===== src/rtl/rtc_serial_master.sv =====
// rtc_serial_master: initiator for the 3-wire RTC/PRAM link, one command byte plus one data byte per request.
// Latency: 34 ticks (34*CLK_DIV clk8_en_p pulses) from accept to the one-cycle done pulse.
// Backpressure: none; req is honoured only in IDLE, abort returns to IDLE on the next clk32 edge.
module rtc_serial_master #(
  parameter int CLK_DIV = 4
) (
  input  logic       clk32,
  input  logic       _systemReset,
  input  logic       clk8_en_p,
  input  logic       req,
  input  logic       abort,
  input  logic [7:0] cmd,
  input  logic [7:0] wdata,
  output logic       busy,
  output logic       done,
  output logic [7:0] rdata,
  output logic       rtc_cs_n,
  output logic       rtc_ck,
  output logic       rtc_dat_o,
  output logic       rtc_dat_oe,
  input  logic       rtc_dat_i
);

  localparam logic [2:0] S_IDLE   = 3'd0;
  localparam logic [2:0] S_SETUP  = 3'd1;
  localparam logic [2:0] S_CMD_LO = 3'd2;
  localparam logic [2:0] S_CMD_HI = 3'd3;
  localparam logic [2:0] S_DAT_LO = 3'd4;
  localparam logic [2:0] S_DAT_HI = 3'd5;
  localparam logic [2:0] S_HOLD   = 3'd6;
  localparam logic [2:0] S_DONE   = 3'd7;

  localparam logic [7:0] DIV_MAX = 8'(CLK_DIV - 1);

  logic [2:0] state_q, state_d;
  logic [7:0] div_q, div_d;
  logic [2:0] bitcnt_q, bitcnt_d;
  logic [7:0] cmd_q, cmd_d;
  logic [7:0] wdata_q, wdata_d;
  logic [7:0] shift_q, shift_d;
  logic [7:0] rdata_q, rdata_d;
  logic       busy_q, busy_d;
  logic       done_q, done_d;
  logic       cs_n_q, cs_n_d;
  logic       ck_q, ck_d;
  logic       dat_o_q, dat_o_d;
  logic       dat_oe_q, dat_oe_d;
  logic       tick;
  logic       is_rd;

  assign tick  = clk8_en_p && (div_q == DIV_MAX);
  assign is_rd = cmd_q[7];

  // Next-state, divider and pin values; every pin is computed here and registered below.
  always_comb begin
    state_d  = state_q;
    bitcnt_d = bitcnt_q;
    cmd_d    = cmd_q;
    wdata_d  = wdata_q;
    shift_d  = shift_q;
    rdata_d  = rdata_q;
    busy_d   = busy_q;
    done_d   = 1'b0;
    cs_n_d   = cs_n_q;
    ck_d     = ck_q;
    dat_o_d  = dat_o_q;
    dat_oe_d = dat_oe_q;

    // Divider only runs while a transaction is in flight.
    if (state_q == S_IDLE) begin
      div_d = 8'd0;
    end else if (clk8_en_p) begin
      div_d = tick ? 8'd0 : div_q + 8'd1;
    end else begin
      div_d = div_q;
    end

    case (state_q)
      S_IDLE: begin
        if (req) begin
          cmd_d   = cmd;
          wdata_d = wdata;
          busy_d  = 1'b1;
          cs_n_d  = 1'b0;
          ck_d    = 1'b1;
          state_d = S_SETUP;
        end
      end
      S_SETUP: begin
        if (tick) begin
          bitcnt_d = 3'd7;
          ck_d     = 1'b0;
          dat_oe_d = 1'b1;
          dat_o_d  = cmd_q[7];
          state_d  = S_CMD_LO;
        end
      end
      S_CMD_LO: begin
        if (tick) begin
          ck_d    = 1'b1;
          state_d = S_CMD_HI;
        end
      end
      S_CMD_HI: begin
        if (tick) begin
          ck_d = 1'b0;
          if (bitcnt_q != 3'd0) begin
            bitcnt_d = bitcnt_q - 3'd1;
            dat_oe_d = 1'b1;
            dat_o_d  = cmd_q[bitcnt_q - 3'd1];
            state_d  = S_CMD_LO;
          end else begin
            // Reads release dat from the very first data-bit low phase.
            bitcnt_d = 3'd7;
            dat_oe_d = !is_rd;
            dat_o_d  = is_rd ? dat_o_q : wdata_q[7];
            state_d  = S_DAT_LO;
          end
        end
      end
      S_DAT_LO: begin
        if (tick) begin
          // Read bit is captured at the end of the low phase, as ck rises.
          if (is_rd) shift_d[bitcnt_q] = rtc_dat_i;
          ck_d    = 1'b1;
          state_d = S_DAT_HI;
        end
      end
      S_DAT_HI: begin
        if (tick) begin
          if (bitcnt_q != 3'd0) begin
            bitcnt_d = bitcnt_q - 3'd1;
            ck_d     = 1'b0;
            if (!is_rd) dat_o_d = wdata_q[bitcnt_q - 3'd1];
            state_d  = S_DAT_LO;
          end else begin
            dat_oe_d = 1'b0;
            dat_o_d  = 1'b1;
            state_d  = S_HOLD;
          end
        end
      end
      S_HOLD: begin
        if (tick) begin
          cs_n_d  = 1'b1;
          busy_d  = 1'b0;
          done_d  = 1'b1;
          if (is_rd) rdata_d = shift_q;
          state_d = S_DONE;
        end
      end
      default: begin
        state_d = S_IDLE;
      end
    endcase

    // Abort wins over any progress except a req taken in IDLE; the done pulse in DONE is already out.
    if (abort && state_q != S_IDLE) begin
      state_d  = S_IDLE;
      div_d    = 8'd0;
      cs_n_d   = 1'b1;
      ck_d     = 1'b1;
      dat_oe_d = 1'b0;
      dat_o_d  = 1'b1;
      busy_d   = 1'b0;
      done_d   = 1'b0;
      rdata_d  = rdata_q;
    end
  end

  // State and output registers with asynchronous active-low reset.
  always_ff @(posedge clk32 or negedge _systemReset) begin
    if (!_systemReset) begin
      state_q  <= S_IDLE;
      div_q    <= 8'd0;
      bitcnt_q <= 3'd0;
      cmd_q    <= 8'h00;
      wdata_q  <= 8'h00;
      shift_q  <= 8'h00;
      rdata_q  <= 8'h00;
      busy_q   <= 1'b0;
      done_q   <= 1'b0;
      cs_n_q   <= 1'b1;
      ck_q     <= 1'b1;
      dat_o_q  <= 1'b1;
      dat_oe_q <= 1'b0;
    end else begin
      state_q  <= state_d;
      div_q    <= div_d;
      bitcnt_q <= bitcnt_d;
      cmd_q    <= cmd_d;
      wdata_q  <= wdata_d;
      shift_q  <= shift_d;
      rdata_q  <= rdata_d;
      busy_q   <= busy_d;
      done_q   <= done_d;
      cs_n_q   <= cs_n_d;
      ck_q     <= ck_d;
      dat_o_q  <= dat_o_d;
      dat_oe_q <= dat_oe_d;
    end
  end

  assign busy       = busy_q;
  assign done       = done_q;
  assign rdata      = rdata_q;
  assign rtc_cs_n   = cs_n_q;
  assign rtc_ck     = ck_q;
  assign rtc_dat_o  = dat_o_q;
  assign rtc_dat_oe = dat_oe_q;

endmodule


===== config.mk =====
export PLATFORM = sky130hd
export DESIGN_NAME = rtc_serial_master
export DESIGN_NICKNAME = d
export VERILOG_FILES = /design/src/rtl/rtc_serial_master.sv
export SDC_FILE = /design/constraint.sdc
export NUM_CORES = 1
export LEC_CHECK = 0
export BUFFER_PORTS_ARGS = -buffer_cell sky130_fd_sc_hd__clkbuf_2
export CAP_MARGIN = 20
export CELL_PAD_IN_SITES_DETAIL_PLACEMENT = 0
export CELL_PAD_IN_SITES_GLOBAL_PLACEMENT = 1
export CORE_MARGIN = 2
export CORE_UTILIZATION = 31
export CTS_BUF_LIST = sky130_fd_sc_hd__clkbuf_4
export DETAILED_ROUTE_END_ITERATION = 16
export GPL_ROUTABILITY_DRIVEN = 0
export PLACE_DENSITY = 0.61
export SLEW_MARGIN = 20
export SYNTH_ARGS = -nofsm -noshare
export SYNTH_HDL_FRONTEND = slang
export SYNTH_SLANG_ARGS = --single-unit

===== constraint.sdc =====
create_clock -name clk32 -period 5.7 [get_ports clk32]
set_input_delay 0.285 -clock clk32 [delete_from_list [all_inputs] [get_ports clk32]]
set_output_delay 0.285 -clock clk32 [all_outputs]
set_load 0.01 [all_outputs]

Word-level counts from Yosys, hierarchy flattened
Index checks and enable logic that the tools add are counted.
- register bits after elaboration: 52
- bits in latches: 0
- RAM bits: 0
- bits in read-only memories: 0
- input port bits: 22
- output and inout bits: 14
- logic and storage cells: 123
- memories kept: 0
- add/sub/neg operators: 2
- multiply operators: 0
- divide/modulo/power cells: 0
- magnitude comparators: 3
- equal/unequal tests: 24
- shift operators: 0
- muxes and demuxes: 57
- bitwise gates (word level): 1
- reductions and logical operators: 23
- operators by type and width (kind ; count):
    two-way mux 3 bit ; 13
    two-way mux 8 bit ; 4
    two-way mux 1 bit ; 28
    inequality test 3 bit, second input constant ; 8
    case mux 3 bit (7 select lines) ; 1
    nonzero test 3 bit ; 5
    AND reduction 6 bit ; 2
    AND reduction 5 bit ; 2
    == test 3 bit, second input constant ; 3
    case mux 3 bit (3 select lines) ; 1
    adder 8 x 1 -> 8 bit, second input constant ; 1
    bitwise mux 8 bit ; 1
    == test 8 x 2 -> 1 bit, second input constant ; 1
    less-than comparator 3 x 4 -> 1 bit, second input constant ; 2
    inequality test 2 bit, second input constant ; 4
    inequality test 4 bit, second input constant ; 2
    AND reduction 7 bit ; 1
    binary-select mux 1 bit (select 3 bit) ; 2
    == test 3 x 2 -> 1 bit, second input constant ; 2
    inequality test 3 x 1 -> 1 bit, second input constant ; 2
    case mux 1 bit (3 select lines) ; 2
    AND reduction 3 bit ; 2
    nonzero test 5 bit ; 1
    case mux 1 bit (2 select lines) ; 2
    15 further kinds ; 18

Depth between registers and ports, before layout
Gate-level depths: netlist (run 1).
- word-level depth: 8
- depth in mapped cells: 10
- gate-level depth less buffers: 8

Least setup slack after synthesis (run 1)
Ideal clock, no wire load.
- kind: register -> register
- from: register bitcnt_q[0]
- to: register dat_o_q, in the netlist rtc_dat_o
- library setup time: 0.085 ns
- data arrival time: 2.103 ns
- data required time: 5.615 ns
- setup slack: 3.512 ns
- cell stages (with the launch flop): 9
- buffers on the path: 2
- period minus slack after synthesis: 2.188 ns
- cell sequence: dfrtp_1 buf_2 inv_1 ha_1 clkbuf_1 mux2_2 or3_1 a31oi_1 a31oi_1
- word-level cells in the longest chain between the ends: 8
- elaborated cells between the ends (all ways): 16
- those cells by class: add/sub: 1; eq/ne: 2; mux: 11; reduce/logical: 2
- ends and longest elaborated chain (element ; line ; text):
    start, declared ; 37 ; logic [2:0] bitcnt_q, bitcnt_d;
    start signal, assigned ; 190 ; bitcnt_q <= bitcnt_d;
    subtractor 3 x 1 -> 3 bit ; 110, 134 ;
    binary-select mux 1 bit (select 3 bit) ; 134 ; if (!is_rd) dat_o_d = wdata_q[bitcnt_q - 3'd1];
    two-way mux 1 bit (implied by the code) ; 134 ;
    two-way mux 1 bit ; 134 ;
    two-way mux 1 bit ; 131 ; if (bitcnt_q != 3'd0) begin
    two-way mux 1 bit ; 130 ; if (tick) begin
    case mux 1 bit (3 select lines) ; 78 ; case (state_q)
    two-way mux 1 bit ; 158 ; if (abort && state_q != S_IDLE) begin
    end signal, assigned ; 199 ; dat_o_q <= dat_o_d;
    end, declared ; 46 ; logic dat_o_q, dat_o_d;
Parallel ways exist; a longest one is shown, timed or not. The select of a mux whose other input is x is not followed.
A chain may end at the register's enable or synchronous reset.

Worst setup path after layout (run 1)
- from: register state_q[0]
- to: register wdata_q[7]
- word-level cells in the longest chain between the ends: 2
- ends and longest elaborated chain (element ; line ; text):
    start, declared ; 35 ; logic [2:0] state_q, state_d;
    start signal, assigned ; 188 ; state_q <= state_d;
    logical NOT 3 bit ; 78 ;
    AND reduction 2 bit (no source line) ; -- ;
    end signal, assigned ; 192 ; wdata_q <= wdata_d;
    end, declared ; 39 ; logic [7:0] wdata_q, wdata_d;
Every way passes these cells.

==> reports/metrics.yaml, run 1 <==
status:
  violations: "negative hold slack"
  status: "finished, violations left"
yosys:
  yosys_warnings: 0
  synthCells: 248
  synth_flop_cell: "dfrtp_1"
  synth_top_area_share_pct: 45.2
  yosysMostFrequentCell: "dfrtp_1"
  synth-seq-area-share_pct: 48.1
  synth_area_leaders: "dfrtp_1, mux2_2, dfstp_2"
  syn_nets: 273
  async_reset_ff_share_pct: 100
  synth_area_per_cell_sq_um: 10.9
  synth-edff-count: 0
  netlist_top_cells_count: "dfrtp_1, mux2_2, nor2_1"
  yosysTopAreaCell: "dfrtp_1"
  synth.distinct_cells: 50
  syn_area_sq_um: 2710
  synth_seq_cells: 52
worst_setup_path:
  cpMaxStageDelayCell: "and2_1"
  critical_path.top_delay_family: "simple AND/OR/NAND/NOR gates"
  regToRegStartpoint: "state_q[0]"
  path_cells: "nor3_1, and2_1, mux2_2"
  worst-r2r-setup-slack_ns: 3.10
  worst-path-buf-inv: 0
  crit_path_end: "wdata_q[7]"
  cp_data_required_time_ns: 5.97
  cp.arrival_ns: 2.87
  cp-startpoint: "state_q[0]"
  cpPeakStageDelay_ns: 0.77
  crit_cells: 3
  crit_type: "reg -> reg"
  cp-end-kind: "register"
  rr_endpoint: "wdata_q[7]"
  crit_path_start_kind: "register"
  worstRegToRegCells: 3
  path_max_fanout: 24
layout:
  final_core_util_pct: 35.0
  syn_to_final_growth_pct: 11.0
  multi_input_area_sq_um: 1300
  nets: 300
  drive_above_1_share_pct: 29.3
  final_cells: 384
  seqCellArea_sq_um: 1310
  nFillCells: 893
  diodes: 0
sta:
  finClkSkew_ns: 0.0197
  rsz0062_at_grt: "no"
  final_hold_viol_count: 19
  fmax_mhz: 385
  setup_violations: 0
  finalMaxSlewViolations: 0
  slew_headroom_pct: 45.2
  tightest_slew_ns: 0.822
  hold_ws_ns: -0.0152
  timing.final.crit_period_ns: 2.60
  tns_ns: 0
  fin_crit_sh_pct: 45.5
global_route:
  grt_overflow_total: 0
  grt_antenna_before_repair: 0
  grt_pass1_wl_mm: 9.47
  grt_use_total_pct: 12.1
  grt_max_degree: 53
  grt_pass1_vias: 1952
clock_network:
  cts_resized: 0
  cts_setup_buffers: 0
  clkLatencyLatePin_ns: 0.38
  cts.sinks: 52
  ctsHoldBuffers: 0
  clockBufferDepth: 2
  cts_tree: "done"
  cts-root-buf: "clkbuf_4"
  htreeDepth: 2
  numCtsBuffers: 5
  clkTransAtPathRegs_ns: 0.15
power:
  p_leak_uw: 0.00136
  p_per_area_nw_per_um2: 326
  peakVddDrop_mv: 0.132
  power.total_uw: 983
route:
  drtPass1Iterations: 4
  vias_per_cell: 4.95
  final_antenna_net_count: 0
  drtIter0Drc: 46
  wirelength_mm: 5.46
  routed-via-count: 1900
  drc: 0
  post_drt_wl_per_cell_um: 14.2
floorplan:
  die_y_um: 97.6
  ioPinCount: 36
  rows: 34
  die_w_um: 97.6
  dieArea_sq_um: 9520
  initial_core_util_pct: 31.6
  core-area_sq_um: 8590
placement:
  io_buffers: 35
  dp_hpwl_mm: 3.75
  placedCellCount: 376
job:
  maxCapViolations: 0
worst_hold_path:
  worst_hold_path_type: "in -> async"
==> how the worst min path moves through the flow <==
| stage | endpoint | slack [ns] | cells past startpoint |
|---|---|---|---|
| 2_1_floorplan | bitcnt_q[0] | -0.01 | 0 |
| 3_3_place_gp | div_q[3] | 0.46 | 2 |
| 3_5_place_dp | div_q[4] | 0.46 | 2 |
| 4_1_cts | shift_q[6] | 0.01 | 2 |
| 5_1_grt | shift_q[6] | 0.04 | 2 |
| 6_report | div_q[3] | -0.02 | 2 |
==> power breakdown <==
group          internal, uW  switching, uW  leakage (uW)  total, uW
registers               456           76.9      0.000661        533
clock network          49.1            124     0.0000316        173
logic                   142            134      0.000664        276
==> sequential cells by signal, indices dropped and copies added (netlist names) <==
name,flops
cmd_q,8
div_q,8
rdata,8
shift_q,8
wdata_q,8
bitcnt_q,3
state_q,3
busy,1
done,1
rtc_ck,1
rtc_cs_n,1
rtc_dat_o,1
rtc_dat_oe,1
==> logic make-up after synthesis <==
| logic type | share of synthesized area (%) |
|---|---|
| and+or+nand+nor | 16.9 |
| DFF | 48.1 |
| AOI/OAI and AO/OA | 10.9 |
| muxes | 16.7 |
| buffers and inverters | 4.15 |
| xor gates and xnor gates | 1.94 |
| adders and majority gates | 1.38 |
==> final cells by class <==
type	instances	share of cell area (%)
Multi-Input combinational cell	171	43.0
Sequential cell	52	43.3
Inverter	9	1.12
Timing Repair Buffer	36	6.07
Tap cell	108	4.49
Clock inverter	3	0.706
Clock buffer	5	1.25
==> routing by layer <==
| layer | track usage, % | wire length, um | vias up |
|---|---|---|---|
| met1 | 16.6 | 2670 | 906 |
| met3 | 2.66 | 230 | 7 |
| met4 | 3.53 | 75 | 0 |
| li1 | - | - | 946 |
| met5 | 0 | 0 | - |
| met2 | 19.4 | 2490 | 41 |
==> cell usage in the layout, fill, tap and decap left out, types with 2 or more instances in the layout <==
cell type / Yosys / final
a211oi_1: 2 / 2
or4b_4: 2 / 2
a21oi_1: 7 / 7
xor2_1: 2 / 2
nand4_1: 4 / 4
o21ai_0: 10 / 10
a22oi_1: 2 / 2
nand2b_1: 4 / 4
nor2_1: 19 / 19
dfstp_2: 3 / 3
dfrtp_1: 49 / 49
mux2_1: 7 / 7
inv_1: 9 / 9
o31ai_1: 2 / 2
nand3_1: 7 / 7
nand2_1: 13 / 13
clkbuf_4: 0 / 5
ha_1: 3 / 3
mux2_2: 27 / 27
nor2b_1: 4 / 4
a31oi_1: 7 / 7
nand4_4: 2 / 2
mux2i_1: 7 / 7
xnor2_1: 4 / 4
nor3_1: 12 / 12
a2111oi_0: 2 / 2
or3_1: 3 / 3
clkbuf_2: 0 / 35
==> through the flow <==
step,instance area (sq um),hold WS (ns),setup WS [ns]
after floorplan,2710,-0.0106,3.51
after global placement,2950,0.456,3.20
after detailed placement,2950,0.457,3.08
after CTS,3010,0.00952,3.07
after global routing,3010,0.0379,2.90
final,3010,-0.0152,3.10
(Power assumes the default switching activity.)
==> run 2, diff against run 1 <==
==> constraint.sdc (replaced) <==
create_clock -name clk32 -period 2.55 [get_ports clk32]
set_input_delay 0.1275 -clock clk32 [delete_from_list [all_inputs] [get_ports clk32]]
set_output_delay 0.1275 -clock clk32 [all_outputs]
set_load 0.01 [all_outputs]
==> reports/metrics.yaml, run 2 (synthesized netlist as in run 1, its figures left out) <==
global_route:
  grt_use_total_pct: 12.5
  grt_overflow_total: 0
  grt_pass1_wl_mm: 9.79
  grt_pass1_vias: 1999
  grt_max_degree: 34
  grt_antenna_before_repair: 0
clock_network:
  numCtsBuffers: 5
  htreeDepth: 2
  cts_tree: "done"
  cts.sinks: 52
  cts-root-buf: "clkbuf_4"
  clkTransAtPathRegs_ns: 0.16
  clkLatencyLatePin_ns: 0.38
  clockBufferDepth: 2
worst_setup_path:
  path_max_fanout: 15
  crit_path_start_kind: "register"
  crit_type: "reg -> reg"
  cp-startpoint: "div_q[0]"
  regToRegStartpoint: "div_q[0]"
  cp_data_required_time_ns: 2.83
  cp-end-kind: "register"
  worstRegToRegCells: 6
  cp.arrival_ns: 2.52
  worst-r2r-setup-slack_ns: 0.31
  rr_endpoint: "shift_q[1]"
power:
  p_per_area_nw_per_um2: 728
  p_leak_uw: 0.00147
  power.total_uw: 2370
  peakVddDrop_mv: 0.298
route:
  drtPass1Iterations: 4
  drc: 0
  final_antenna_net_count: 0
  vias_per_cell: 4.87
  wirelength_mm: 5.56
  drtIter0Drc: 58
  post_drt_wl_per_cell_um: 13.7
  routed-via-count: 1982
layout:
  diodes: 0
  nets: 323
  layout_common_cells: "dfrtp_1, clkbuf_2, mux2_2, nor2_1, dlygate4sd3_1"
  nFillCells: 867
  mostFrequentLayoutCell: "dfrtp_1"
  syn_to_final_growth_pct: 19.8
  drive_above_1_share_pct: 29.1
sta:
  tightest_slew_ns: 0.524
  setup_violations: 0
  tns_ns: 0
  fin_crit_sh_pct: 88.0
  final_hold_viol_count: 0
  finClkSkew_ns: 0.0171
  timing.final.crit_period_ns: 2.24
  fmax_mhz: 446
  slew_headroom_pct: 64.8
  rsz0062_at_grt: "no"
  finalMaxSlewViolations: 0
floorplan:
  die_y_um: 97.6
  ioPinCount: 36
  rows: 34
  initial_core_util_pct: 31.6
  core-area_sq_um: 8590
  dieArea_sq_um: 9520
  die_w_um: 97.6
worst_hold_path:
  hold_depth: 3
  min_to: "rtc_cs_n"
  worst_hold_path_type: "in -> reg"
  hold_start: "req"
status:
  status: "complete, no violations"
placement:
  io_buffers: 35
  dp_hpwl_mm: 3.96
job:
  maxCapViolations: 0
run 2: cell count changes in the layout (fill, tap and decap cells not counted):
cell / delta
clkbuf_4: +1
bufinv_16: +1
buf_4: +6
clkinvlp_4: -1
clkinv_2: -1
dlygate4sd3_1: +17
run 2: worst max path at each step:
stage | slack (ns) | cells after the start | end
finish | 0.31 | 6 | shift_q[1]
floorplan | 0.36 | 8 | rtc_dat_o
global placement | 0.38 | 6 | shift_q[7]
global route | 0.16 | 6 | shift_q[3]
CTS | 0.30 | 6 | shift_q[3]
detailed placement | 0.33 | 6 | shift_q[3]
run 2: final cells by class:
cell class / instances / area (sq um) / share of cell area [%]
timing repair buffer: 59 / 398 / 12.2
tap: 108 / 135 / 4.16
clock inverter: 2 / 38.8 / 1.19
inverter: 9 / 33.8 / 1.04
multi-input combinational: 171 / 1300 / 39.9
sequential: 52 / 1310 / 40.1
clock buffer: 6 / 45.0 / 1.39
run 2: layer usage:
layer / vias up / track usage (%) / part of all wire [%]
met4: 0 / 3.21 / 1.1
li1: 997 / - / -
met5: - / 0 / 0
met1: 940 / 17.6 / 50
met3: 6 / 2.88 / 3.7
met2: 39 / 19.5 / 46
run 2: repair_timing:
item / CTS / global route
setup buffers: 0 / 0
endpoints found under the hold margin: 33 / 0
resized for setup: 0 / 0
hold buffers: 17 / 0
run 2: per-stage QoR:
step / hold slack [ns] / worst slack, ns / utilization [%] / std cells / instance area [sq um]
after CTS: 0.0569 / 0.302 / 37.8 / 407 / 3250
after detailed placement: 0.132 / 0.326 / 34.9 / 382 / 3000
final: 0.0620 / 0.306 / 37.8 / 407 / 3250
after floorplan: -0.168 / 0.362 / - / 248 / 2710
after global routing: 0.0651 / 0.162 / 37.8 / 407 / 3250
after global placement: 0.127 / 0.378 / 34.9 / 382 / 3000
run 2: critical path, stage by stage (launching register included):
cell and delay (ns):
dfrtp_1 0.41, ha_1 0.22, or4b_4 0.53, nor2_8 0.25, nand4_4 0.15, nor3_1 0.23, mux2_1 0.34
run 2: report_power, final:
part	switching [uW]	total [uW]	internal, uW
Clock	278	500	222
Combinational	365	727	362
Sequential	120	1140	1020
==> run 3, diff against run 2 <==
--- a/config.mk
+++ b/config.mk
@@ -8,13 +8,14 @@
 export BUFFER_PORTS_ARGS = -buffer_cell sky130_fd_sc_hd__clkbuf_2
 export CAP_MARGIN = 20
 export CELL_PAD_IN_SITES_DETAIL_PLACEMENT = 0
-export CELL_PAD_IN_SITES_GLOBAL_PLACEMENT = 1
+export CELL_PAD_IN_SITES_GLOBAL_PLACEMENT = 2
 export CORE_MARGIN = 2
 export CORE_UTILIZATION = 31
 export CTS_BUF_LIST = sky130_fd_sc_hd__clkbuf_4
 export DETAILED_ROUTE_END_ITERATION = 16
 export GPL_ROUTABILITY_DRIVEN = 0
-export PLACE_DENSITY = 0.61
+export GPL_TIMING_DRIVEN = 0
+export PLACE_DENSITY = 0.7
 export SLEW_MARGIN = 20
 export SYNTH_ARGS = -nofsm -noshare
 export SYNTH_HDL_FRONTEND = slang
==> constraint.sdc (replaced) <==
create_clock -name clk32 -period 2.55 [get_ports clk32]
set_input_delay 0.1275 -clock clk32 [delete_from_list [all_inputs] [get_ports clk32]]
set_output_delay 0.1275 -clock clk32 [all_outputs]
set_load 0.005 [all_outputs]
==> reports/metrics.yaml, run 3 (synthesized netlist as in run 1, its figures left out) <==
status:
  status: "complete, no violations"
clock_network:
  clockBufferDepth: 2
  cts.sinks: 52
  htreeDepth: 2
  cts_setup_buffers: 0
  clkLatencyLatePin_ns: 0.39
  numCtsBuffers: 5
  clkTransAtPathRegs_ns: 0.17
  cts_tree: "done"
  cts-root-buf: "clkbuf_4"
global_route:
  grt_overflow_total: 0
  grtUsageMet2_pct: 21.5
  grt_max_degree: 53
  grt_antenna_before_repair: 0
  grt_use_total_pct: 13.2
  grt_pass1_vias: 2127
  grt_use_met1_pct: 17.8
  met3_usage_pct: 2.73
  grt_pass1_wl_mm: 10.4
  top_usage_layer: "met2"
worst_setup_path:
  path_cells: "clkbuf_1, nor3_1, and2_1, buf_4, buf_4, mux2_2"
  cpMaxStageDelayCell: "nor3_1"
  cp-end-kind: "register"
  cpPeakStageDelay_ns: 0.72
  crit_type: "reg -> reg"
  cp_data_required_time_ns: 2.84
  crit_path_frequent_cell: "buf_4"
  path_max_fanout: 10
  cp.arrival_ns: 2.66
  crit_path_start_kind: "register"
route:
  drc: 0
  drtPass1Iterations: 5
  drtIter0Drc: 50
  final_antenna_net_count: 0
  vias_per_cell: 4.94
  post_drt_wl_per_cell_um: 14.5
  wirelength_mm: 6.03
  routed-via-count: 2051
sta:
  tns_ns: 0
  final_hold_viol_count: 0
  hold_ws_ns: 0.0440
  finClkSkew_ns: 0.0154
  rsz0062_at_grt: "no"
  setup_violations: 0
  finalMaxSlewViolations: 0
  timing.final.crit_period_ns: 2.38
  fmax_mhz: 421
  tightest_slew_ns: 0.825
  slew_headroom_pct: 44.6
  layout_setup_ws_ns: 0.175
  fin_crit_sh_pct: 93.1
power:
  seq_power_share_pct: 49.2
  p_comb_share_pct: 32.5
  internal_power_uw: 1500
  peakVddDrop_mv: 0.329
  p_clk_share_pct: 18.3
  swShare_pct: 34.5
  p_per_area_nw_per_um2: 702
  p_sw_uw: 790
  p_leak_uw: 0.00147
floorplan:
  initial_core_util_pct: 31.6
  rows: 34
  core-area_sq_um: 8590
  die_w_um: 97.6
  ioPinCount: 36
  die_y_um: 97.6
  dieArea_sq_um: 9520
layout:
  layout_common_cells: "dfrtp_1, clkbuf_2, mux2_2, nor2_1, dlygate4sd3_1"
  seqCellArea_sq_um: 1310
  diodes: 0
  mostFrequentLayoutCell: "dfrtp_1"
  drive_above_1_share_pct: 28.0
  syn_to_final_growth_pct: 20.1
  nFillCells: 882
  nets: 331
  multi_input_area_sq_um: 1300
placement:
  io_buffers: 35
  place_ws_ns: 0.0824
  dp_hpwl_mm: 4.20
job:
  maxCapViolations: 0
worst_hold_path:
  worst_hold_path_type: "in -> reg"
==> run 3: path summary, 6_finish.rpt <==
kind / from / to / slack [ns] / cells past startpoint
setup / recovery: state_q[1] / cmd_q[4] / 0.17 / 6
hold / removal: req / rtc_cs_n / 0.04 / 3
setup reg to reg: state_q[1] / cmd_q[4] / 0.17 / 6
hold reg to reg: shift_q[5] / shift_q[5] / 0.51 / 1
max in group asynchronous: _systemReset / cmd_q[3] / 1.73 / 2
min in group asynchronous: _systemReset / rdata[5] / 0.33 / 2
==> run 3: layout make-up <==
type | count | share of cell area, %
plain buffers | 15 | 2.30
inverters | 9 | 1.04
flip-flops and latches | 52 | 40.1
clock buffers | 5 | 1.15
multi-input cells | 171 | 39.8
clock inverters | 3 | 0.845
well taps | 108 | 4.15
repair buffers | 52 | 10.7
==> run 3: routing by layer <==
metal  wire, um  vias up  share of wire, %
li1           -     1010                 -
met1       2920     1000                48
met2       2800       34                46
met3        216        7               3.6
met4         91        0               1.5
met5          0        -                 0
==> run 3: through the flow <==
stage	cells	cell area [sq um]	utilization [%]	power, uW
floorplan	248	2710	-	1650
global placement	391	3020	35.2	1870
detailed placement	391	3030	35.2	1880
CTS	416	3260	38.0	2330
global route	415	3260	37.9	2470
finish	415	3260	37.9	2290
==> run 3: critical path, delay by kind of cell (launching register included) <==
family                 cells  cell delay [ns]
buffers and inverters      3             0.56
flip-flops                 1             0.39
multiplexers               1             0.34
AND/OR/NAND/NOR            2             0.98
==> run 3: power groups by stage <==
stage	logic, uW	clock network [uW]	registers (uW)
finish	744	419	1130
global route	838	482	1150
CTS	758	444	1130
detailed placement	734	0	1140
global placement	725	0	1140
floorplan	533	0	1110
==> run 3: what timing repair did <==
item | in CTS | in global routing
hold endpoints to repair | 65 | 0
hold buffers | 17 | 0
endpoints found under the setup margin | 0 | 1
resized for setup | 0 | 0
